**src/rtl/regfile_sb_pkg.sv**
```systemverilog
// ---------------------------------------------------------------------------
// regfile_pkg
// Purpose : shared defaults and types for the regfile_sb register file slice.
//           Holds the default geometry (data width, index width, read-port
//           count, scoreboard counter width) plus the register-index and
//           data-word typedefs used by decode/writeback code at that geometry.
// Ports   : none (package).
// ---------------------------------------------------------------------------
package regfile_pkg;

  localparam int DATA_W_DEF = 32;
  localparam int ADDR_W_DEF = 5;
  localparam int NREAD_DEF  = 2;
  localparam int CNT_W_DEF  = 2;

  typedef logic [ADDR_W_DEF-1:0] reg_idx_t;
  typedef logic [DATA_W_DEF-1:0] data_t;

endpackage

```
**src/rtl/regfile_sb_if.sv**
```systemverilog
// ---------------------------------------------------------------------------
// regfile_sb_if
// Purpose : bundles the decode/writeback side of the register file.
// Signals : ra/rd/rbusy     - packed read ports (port i at slice i)
//           we/wa/wd/wpc    - writeback write (wpc is trace only)
//           iss/ia/iss_full - decode issue into the pending-write scoreboard
//           sb_err          - sticky scoreboard underflow flag
// Modports: master = pipeline side driving requests, slave = register file.
// ---------------------------------------------------------------------------
interface regfile_sb_if
  import regfile_pkg::*;
#(
  parameter int DATA_W = DATA_W_DEF,
  parameter int ADDR_W = ADDR_W_DEF,
  parameter int NREAD  = NREAD_DEF
);

  logic [NREAD*ADDR_W-1:0] ra;
  logic [NREAD*DATA_W-1:0] rd;
  logic [NREAD-1:0]        rbusy;
  logic                    we;
  logic [ADDR_W-1:0]       wa;
  logic [DATA_W-1:0]       wd;
  logic [31:0]             wpc;
  logic                    iss;
  logic [ADDR_W-1:0]       ia;
  logic                    iss_full;
  logic                    sb_err;

  modport master (
    output ra, we, wa, wd, wpc, iss, ia,
    input  rd, rbusy, iss_full, sb_err
  );

  modport slave (
    input  ra, we, wa, wd, wpc, iss, ia,
    output rd, rbusy, iss_full, sb_err
  );

endinterface

```
**src/rtl/regfile_sb_scoreboard.sv**
```systemverilog
// ---------------------------------------------------------------------------
// rf_scoreboard
// Purpose : per-register count of issued-but-not-written-back instructions.
//           Drives the hazard-unit view (rbusy per read port), refuses issues
//           into a saturated counter (iss_full) and latches a sticky error
//           when a writeback arrives for a register with nothing pending.
// Ports   : clk, reset (sync, active-high)
//           iss_i/ia_i    - issue request and destination register
//           we_i/wa_i     - writeback enable and register
//           ra_i          - packed read addresses
//           iss_full_o    - counter for ia_i saturated, issue refused
//           rbusy_o       - per read port, pending count non-zero
//           sb_err_o      - sticky underflow flag
// ---------------------------------------------------------------------------
module rf_scoreboard
  import regfile_pkg::*;
#(
  parameter int ADDR_W   = ADDR_W_DEF,
  parameter int NREAD    = NREAD_DEF,
  parameter int CNT_W    = CNT_W_DEF,
  parameter int ZERO_REG = 1
) (
  input  logic                    clk,
  input  logic                    reset,
  input  logic                    iss_i,
  input  logic [ADDR_W-1:0]       ia_i,
  input  logic                    we_i,
  input  logic [ADDR_W-1:0]       wa_i,
  input  logic [NREAD*ADDR_W-1:0] ra_i,
  output logic                    iss_full_o,
  output logic [NREAD-1:0]        rbusy_o,
  output logic                    sb_err_o
);

  localparam int              DEPTH   = 2**ADDR_W;
  localparam logic [CNT_W-1:0] CNT_MAX = '1;

  logic [CNT_W-1:0] cnt_q [DEPTH];
  logic [CNT_W-1:0] cnt_d [DEPTH];
  logic             sb_err_q, sb_err_d;
  logic             issAccept;

  // Register 0 is never counted when hardwired, so it can never saturate.
  assign iss_full_o = iss_i && (cnt_q[ia_i] == CNT_MAX);
  assign issAccept  = iss_i && !iss_full_o;
  assign sb_err_o   = sb_err_q;

  // An accepted issue and a writeback to the same register cancel out, which
  // also suppresses the underflow error for that register in that cycle.
  always_comb begin
    sb_err_d = sb_err_q;
    for (int r = 0; r < DEPTH; r++) begin
      cnt_d[r] = cnt_q[r];
      if (!(ZERO_REG != 0 && r == 0)) begin
        if (issAccept && ia_i == ADDR_W'(r) && !(we_i && wa_i == ADDR_W'(r))) begin
          cnt_d[r] = cnt_q[r] + 1'b1;
        end else if (we_i && wa_i == ADDR_W'(r) && !(issAccept && ia_i == ADDR_W'(r))) begin
          if (cnt_q[r] != '0) begin
            cnt_d[r] = cnt_q[r] - 1'b1;
          end else begin
            sb_err_d = 1'b1;
          end
        end
      end
    end
  end

  // rbusy reflects the registered count only; a same-cycle writeback is
  // covered by the data bypass instead.
  always_comb begin
    rbusy_o = '0;
    for (int i = 0; i < NREAD; i++) begin
      rbusy_o[i] = (cnt_q[ra_i[i*ADDR_W +: ADDR_W]] != '0);
    end
  end

  always_ff @(posedge clk) begin
    if (reset) begin
      for (int r = 0; r < DEPTH; r++) begin
        cnt_q[r] <= '0;
      end
      sb_err_q <= 1'b0;
    end else begin
      cnt_q    <= cnt_d;
      sb_err_q <= sb_err_d;
    end
  end

endmodule

```
**src/rtl/regfile_sb.sv**
```systemverilog
// ---------------------------------------------------------------------------
// regfile_sb
// Purpose : parametrised register file for the pipelined CPU with NREAD
//           combinational read ports, same-cycle write-to-read bypass and a
//           pending-write scoreboard (rf_scoreboard) for the hazard unit.
// Ports   : clk   - single clock, all state on its rising edge
//           reset - synchronous, active-high, clears registers and scoreboard
//           bus   - regfile_sb_if.slave (read ports, writeback, issue, status)
// Config  : define REGFILE_WB_TRACE_EN to print one trace line per writeback
//           to a non-zero register; undefined builds contain no prints.
// ---------------------------------------------------------------------------
module regfile_sb
  import regfile_pkg::*;
#(
  parameter int DATA_W   = DATA_W_DEF,
  parameter int ADDR_W   = ADDR_W_DEF,
  parameter int NREAD    = NREAD_DEF,
  parameter int CNT_W    = CNT_W_DEF,
  parameter int ZERO_REG = 1
) (
  input  logic         clk,
  input  logic         reset,
  regfile_sb_if.slave  bus
);

  localparam int DEPTH = 2**ADDR_W;

  logic [DATA_W-1:0]       mem_q [DEPTH];
  logic [NREAD*DATA_W-1:0] rdFlat;

  // Writes to a hardwired register 0 are dropped here; the scoreboard still
  // sees the writeback.
  always_ff @(posedge clk) begin
    if (reset) begin
      for (int r = 0; r < DEPTH; r++) begin
        mem_q[r] <= '0;
      end
    end else if (bus.we && (bus.wa != '0 || ZERO_REG == 0)) begin
      mem_q[bus.wa] <= bus.wd;
    end
  end

  // Zero register beats bypass, bypass beats storage; bypass is off in reset.
  always_comb begin
    rdFlat = '0;
    for (int i = 0; i < NREAD; i++) begin
      if (ZERO_REG != 0 && bus.ra[i*ADDR_W +: ADDR_W] == '0) begin
        rdFlat[i*DATA_W +: DATA_W] = '0;
      end else if (bus.we && !reset && bus.wa == bus.ra[i*ADDR_W +: ADDR_W]) begin
        rdFlat[i*DATA_W +: DATA_W] = bus.wd;
      end else begin
        rdFlat[i*DATA_W +: DATA_W] = mem_q[bus.ra[i*ADDR_W +: ADDR_W]];
      end
    end
  end

  assign bus.rd = rdFlat;

  rf_scoreboard #(
    .ADDR_W   (ADDR_W),
    .NREAD    (NREAD),
    .CNT_W    (CNT_W),
    .ZERO_REG (ZERO_REG)
  ) u_scoreboard (
    .clk        (clk),
    .reset      (reset),
    .iss_i      (bus.iss),
    .ia_i       (bus.ia),
    .we_i       (bus.we),
    .wa_i       (bus.wa),
    .ra_i       (bus.ra),
    .iss_full_o (bus.iss_full),
    .rbusy_o    (bus.rbusy),
    .sb_err_o   (bus.sb_err)
  );

`ifdef REGFILE_WB_TRACE_EN
  // Writeback trace: time, PC, destination and value at the committing edge.
  always_ff @(posedge clk) begin
    if (!reset && bus.we && bus.wa != '0) begin
      $display("%0t@%h: $%0d <= %h", $time, bus.wpc, bus.wa, bus.wd);
    end
  end
`else
`endif

endmodule

```
**src/flat_wrapper.sv**
```systemverilog
// flat-port wrapper written by rule: the top's interface ports become plain ports
module regfile_sb_flat import regfile_pkg::*;
#(
  parameter int DATA_W   = DATA_W_DEF,
  parameter int ADDR_W   = ADDR_W_DEF,
  parameter int NREAD    = NREAD_DEF,
  parameter int CNT_W    = CNT_W_DEF,
  parameter int ZERO_REG = 1
)
  (clk, reset, bus_ra, bus_we, bus_wa, bus_wd, bus_wpc, bus_iss, bus_ia, bus_rd, bus_rbusy, bus_iss_full, bus_sb_err);
  regfile_sb_if #(.DATA_W(DATA_W), .ADDR_W(ADDR_W), .NREAD(NREAD)) bus_i ();
  input  logic clk;
  input  logic reset;
  input wire logic [$bits(bus_i.ra)-1:0] bus_ra;
  input wire logic [$bits(bus_i.we)-1:0] bus_we;
  input wire logic [$bits(bus_i.wa)-1:0] bus_wa;
  input wire logic [$bits(bus_i.wd)-1:0] bus_wd;
  input wire logic [$bits(bus_i.wpc)-1:0] bus_wpc;
  input wire logic [$bits(bus_i.iss)-1:0] bus_iss;
  input wire logic [$bits(bus_i.ia)-1:0] bus_ia;
  output wire logic [$bits(bus_i.rd)-1:0] bus_rd;
  output wire logic [$bits(bus_i.rbusy)-1:0] bus_rbusy;
  output wire logic [$bits(bus_i.iss_full)-1:0] bus_iss_full;
  output wire logic [$bits(bus_i.sb_err)-1:0] bus_sb_err;
  assign bus_i.ra = bus_ra;
  assign bus_i.we = bus_we;
  assign bus_i.wa = bus_wa;
  assign bus_i.wd = bus_wd;
  assign bus_i.wpc = bus_wpc;
  assign bus_i.iss = bus_iss;
  assign bus_i.ia = bus_ia;
  assign bus_rd = bus_i.rd;
  assign bus_rbusy = bus_i.rbusy;
  assign bus_iss_full = bus_i.iss_full;
  assign bus_sb_err = bus_i.sb_err;
  regfile_sb #(.DATA_W(DATA_W), .ADDR_W(ADDR_W), .NREAD(NREAD), .CNT_W(CNT_W), .ZERO_REG(ZERO_REG)) u_core (.clk(clk), .reset(reset), .bus(bus_i));
endmodule
```
**config.mk**
```make
export PLATFORM = sky130hd
export DESIGN_NAME = regfile_sb_flat
export DESIGN_NICKNAME = d
export VERILOG_FILES = /design/src/rtl/regfile_sb_pkg.sv /design/src/rtl/regfile_sb_if.sv /design/src/rtl/regfile_sb_scoreboard.sv /design/src/rtl/regfile_sb.sv /design/src/flat_wrapper.sv
export SDC_FILE = /design/constraint.sdc
export NUM_CORES = 2
export LEC_CHECK = 0
export CORE_MARGIN = 2
export CORE_UTILIZATION = 34
export CTS_BUF_LIST = sky130_fd_sc_hd__clkbuf_16
export DETAILED_ROUTE_END_ITERATION = 10
export SLEW_MARGIN = 20
export SYNTH_ARGS = -nofsm -noshare
export SYNTH_HDL_FRONTEND = slang
export SYNTH_HIERARCHICAL = 1
export SYNTH_SLANG_ARGS = --single-unit
```
**constraint.sdc**
```tcl
create_clock -name clk -period 8.1 [get_ports clk]
set_input_delay 1.62 -clock clk [delete_from_list [all_inputs] [get_ports clk]]
set_output_delay 1.62 -clock clk [all_outputs]
set_load 0.02 [all_outputs]
```
==> summary.md <==
| Metric | Value |
|---|---|
| Antenna-violating nets left | 0 |
| Fillers | approximately 17000 |
| Slack of the worst reg-to-reg path | approximately 4.7 ns |
| Clock Skew | between 0.03 and 0.04 ns |
| Yosys cell types | 63 |
| Gpl congestion | 0.865 |
| CTS tree | yes |
| Seq/Total Area, Yosys | 0.526 |
| Share of cells above drive strength 1 | 0.194 |
| Crit Path Max Fanout | 15 |
| R2R Path End | u_core/u_scoreboard/sb_err_o$_SDFF_PP0_ |
| Slowest Stage Delay on Critical Path | between 0.8 and 0.9 ns |
| Ys flop type | edfxtp_1 |
| TritonCTS Buffers | roughly 120 |
| Number of antenna violations at the first check in global routing | 28 |
| Fin Setup TNS | 0 ns |
| Cell Pwr Density | around 200 nW/um^2 |
| Syn avg cell area | approximately 13 sq um |
| Clock Latency Late Sink | just under 0.8 ns |
| Met2 Use GR | 0.384 |
| Nets | between 4000 and 5000 |
| Vias in the first global route | 41341 |
| Synth cell count leaders | edfxtp_1 (1024), and2_1 (996), mux4_2 (413), clkbuf_1 (315), mux2i_1 (216) |
| Top Usage Layer GRT | met2 |
| Internal power | 10.2 mW |
| Clock share of power | 0.391 |
| Final hold viol count | 0 |
| Pre-CTS WS | 1.00 ns |
| Post-synth ARST share | 0 |
| Post-Synth XOR/XNOR Area | 0.00144 |
| Pre-Repair DR Iteration Count | 6 |
| Synth Instances | between 4000 and 5000 |
| Largest family of logic cells by synthesized area | multiplexers |
| Startpoint Class | primary input |
| Adder-cell share of the synthesized area | 0.0128 |
| Top-count cell post-synth | edfxtp_1 |
| LEAKAGE | 24.0 nW |
| Post-synth top area share | 0.506 |
| #FFs+latches synth | around 1100 |
| CP endpoint kind | output pin |
| Detailed Route Iter0 Violations | approximately 6200 |
| Largest cells by area after synthesis | edfxtp_1 (51%), mux4_2 (15%), and2_1 (10%) |
| I/O pins | about 160 |
| Multi-input gate area | ~27000 sq um |
| Reg2reg path depth | 11 |
| Via Count | ~42000 |
| EDFF count, synth | between 1000 and 1500 |
| Worst EP arrival | ~5.6 ns |
| Core area | approximately 180000 sq um |
| Worst vdd ir | 185 uV |
| HP Class | reg -> reg |
| HPWL Detailed | 133000 um |
| CTS Hold Bufs | 0 |
| Synth Area in Compound Gates | 0.0753 |
| H-tree depth | 3 |
| Setup Viol. Count Final | 0 |
| Simple-gate share of the synthesized area | 0.153 |
| CP Cell Sequence | clkdlybuf4s50_1 -> xor2_1 -> nor4_1 -> nand3_1 -> nor2_4 -> a22o_1 -> clkdlybuf4s50_1 |
| Worst Slack Setup Final | about 0.9 ns |
| Die width | about 430 um |
| Reg area | approximately 32000 sq um |
| Slew Limit Headroom | 0.195 |
| Max cap viols | 0 |
| Port Buf Inserts | 123 |
| Final cycle utilization of the critical path | 0.889 |
| Fin crit period | between 7 and 8 ns |
| Post-cts resize count | 0 |
| Mux cell area share after synthesis | 0.196 |
| RSZ-0062 raised after global routing | no |
| WL/cell | between 30 and 40 um |
| Hold Path Depth | 2 |
| Gr ovfl total | 0 |
| First-pass GRT wire length | 312000 um |
| Clock buffer depth | 3 |
| Worst-Margin Slew | around 1.2 ns |
| FP Rows | ~160 |
| Post-DR vias/cell | ~6 |
| Slowest CP cell | clkdlybuf4s50_1 |
| Largest net degree at the start of global routing | 85 |
| CTS clk-pin slew, worst paths | roughly 0.06 ns |
| Initial core utilization | 0.342 |
| Die Y-Extent | ~430 um |
| Clk sinks | between 1000 and 1500 |
| Die area | 182000 sq um |
| Cell taking the most area after synthesis | edfxtp_1 |
| Critical path class | in -> out |
| Synthesized area | 60800 sq um |
| Tot Pwr | ~14 mW |
| GRT Util Overall | 0.242 |
| Met3 Use GR | 0.0413 |
| Clk root buf | clkbuf_16 |
| R2r startpoint | u_core/u_scoreboard/cnt_q[3]$_SDFFE_PP0P_ |
| Sw Pwr | 3.60 mW |
| Net Sw Frac | 0.261 |
| Status | finished clean |
| Max-slew violation count | 0 |
| Grt met1 use | 0.316 |
| Fmax | ~140 MHz |
| DRC viols | 0 |
| Synth warn | 6 |
| Hold EP | u_core/u_scoreboard/cnt_q[12]$_SDFFE_PP0P_ |
| Comb pwr share | 0.131 |
| Sequential share of power | 0.478 |
| Data required time at the worst endpoint | 6.48 ns |
| Post-CTS Setup Bufs | 0 |
| Area growth syn-to-layout | 13.2% |
| Final WL | around 220000 um |
| Worst path most repeated cell | clkdlybuf4s50_1 |
| Min-delay src | u_core/u_scoreboard/cnt_q[12]$_SDFFE_PP0P_ |
[cell families (layout without fill, tap and decap cells)]
family / Yosys count / after routing
buf+inv: 486 / 580
xor+xnor: 10 / 10
other cells: 1 / 48
flops: 1087 / 1087
mux: 663 / 663
fa+ha+maj: 62 / 62
simple gates: 1589 / 1589
compound gates: 667 / 667
[per-layer routing]
layer  share of wire  vias up
met3            0.10      534
met1            0.38    21711
met4           0.056        2
li1                -    17432
met2            0.46     2567
met5        0.000058        -
[metrics by stage]
step,util,area (sq um),hold slack [ns],cells
6_report,0.387,68900,0.538,7061
4_1_cts,0.387,68800,0.539,7045
3_5_place_dp,0.365,65100,0.525,6826
5_1_grt,0.387,68800,0.566,7051
3_3_place_gp,0.365,65000,0.519,6826
2_1_floorplan,-,60900,0.492,4596
[cells in the final DEF (no fill, tap or decap), drive strengths merged, types with 14 or more instances in the layout]
cell type      count
edfxtp          1024
and2             996
mux4             416
mux2i            216
buf              205
a21oi            155
nor2             151
nand2            134
o21ai            122
clkbuf           121
clkdlybuf4s50    109
a22oi             91
nor2b             91
inv               82
o221ai            66
a22o              63
dfxtp             63
ha                62
nand3             49
clkinv            49
a2111oi           43
a211oi            35
o22ai             34
or2               33
nor4b             32
conb              32
mux2              31
nor3b             31
nor3              21
diode             16
nand2b            15
a31oi             15
nor4              14
o211ai            14
[state kept, by name, summed over array words and instances, names as in the netlist]
name	count
u_core/u_scoreboard/sb_err_o	1
u_core/mem_q	1024
u_core/u_scoreboard/cnt_q	62
[power groups by stage]
stage               clock (mW)  combinational (mW)  sequential (mW)
floorplan                    0                1.06             6.63
global placement             0                1.77             6.67
detailed placement           0                1.78             6.69
CTS                       5.43                1.79             6.57
global route              5.64                1.86             6.61
finish                    5.38                1.81             6.58
[layout make-up]
cell class | instances | area share
tap | 2355 | 0.0428
sequential | 1087 | 0.465
timing repair buffer | 315 | 0.0413
multi-input combinational | 3023 | 0.393
inverter | 46 | 0.00251
antenna | 16 | 0.000582
clock inverter | 99 | 0.0113
clock buffer | 120 | 0.0436
[critical path: cells and delay by family]
kind	cells	cell delay, ns
and+or+nand+nor	3	1.60
xor gates and xnor gates	1	0.30
AOI/OAI and AO/OA	1	0.49
buffers and inverters	2	1.54
[worst max path at each step]
| stage | cells after the start | to | startpoint |
|---|---|---|---|
| floorplan | 9 | bus_rd[47] | bus_ra[7] |
| global placement | 7 | bus_rd[16] | bus_wa[3] |
| detailed placement | 7 | bus_rd[16] | bus_wa[3] |
| CTS | 7 | bus_rd[16] | bus_wa[3] |
| global route | 7 | bus_rd[16] | bus_wa[3] |
| finish | 7 | bus_rd[16] | bus_wa[3] |
Note: power is estimated with default switching activity, not from simulation.
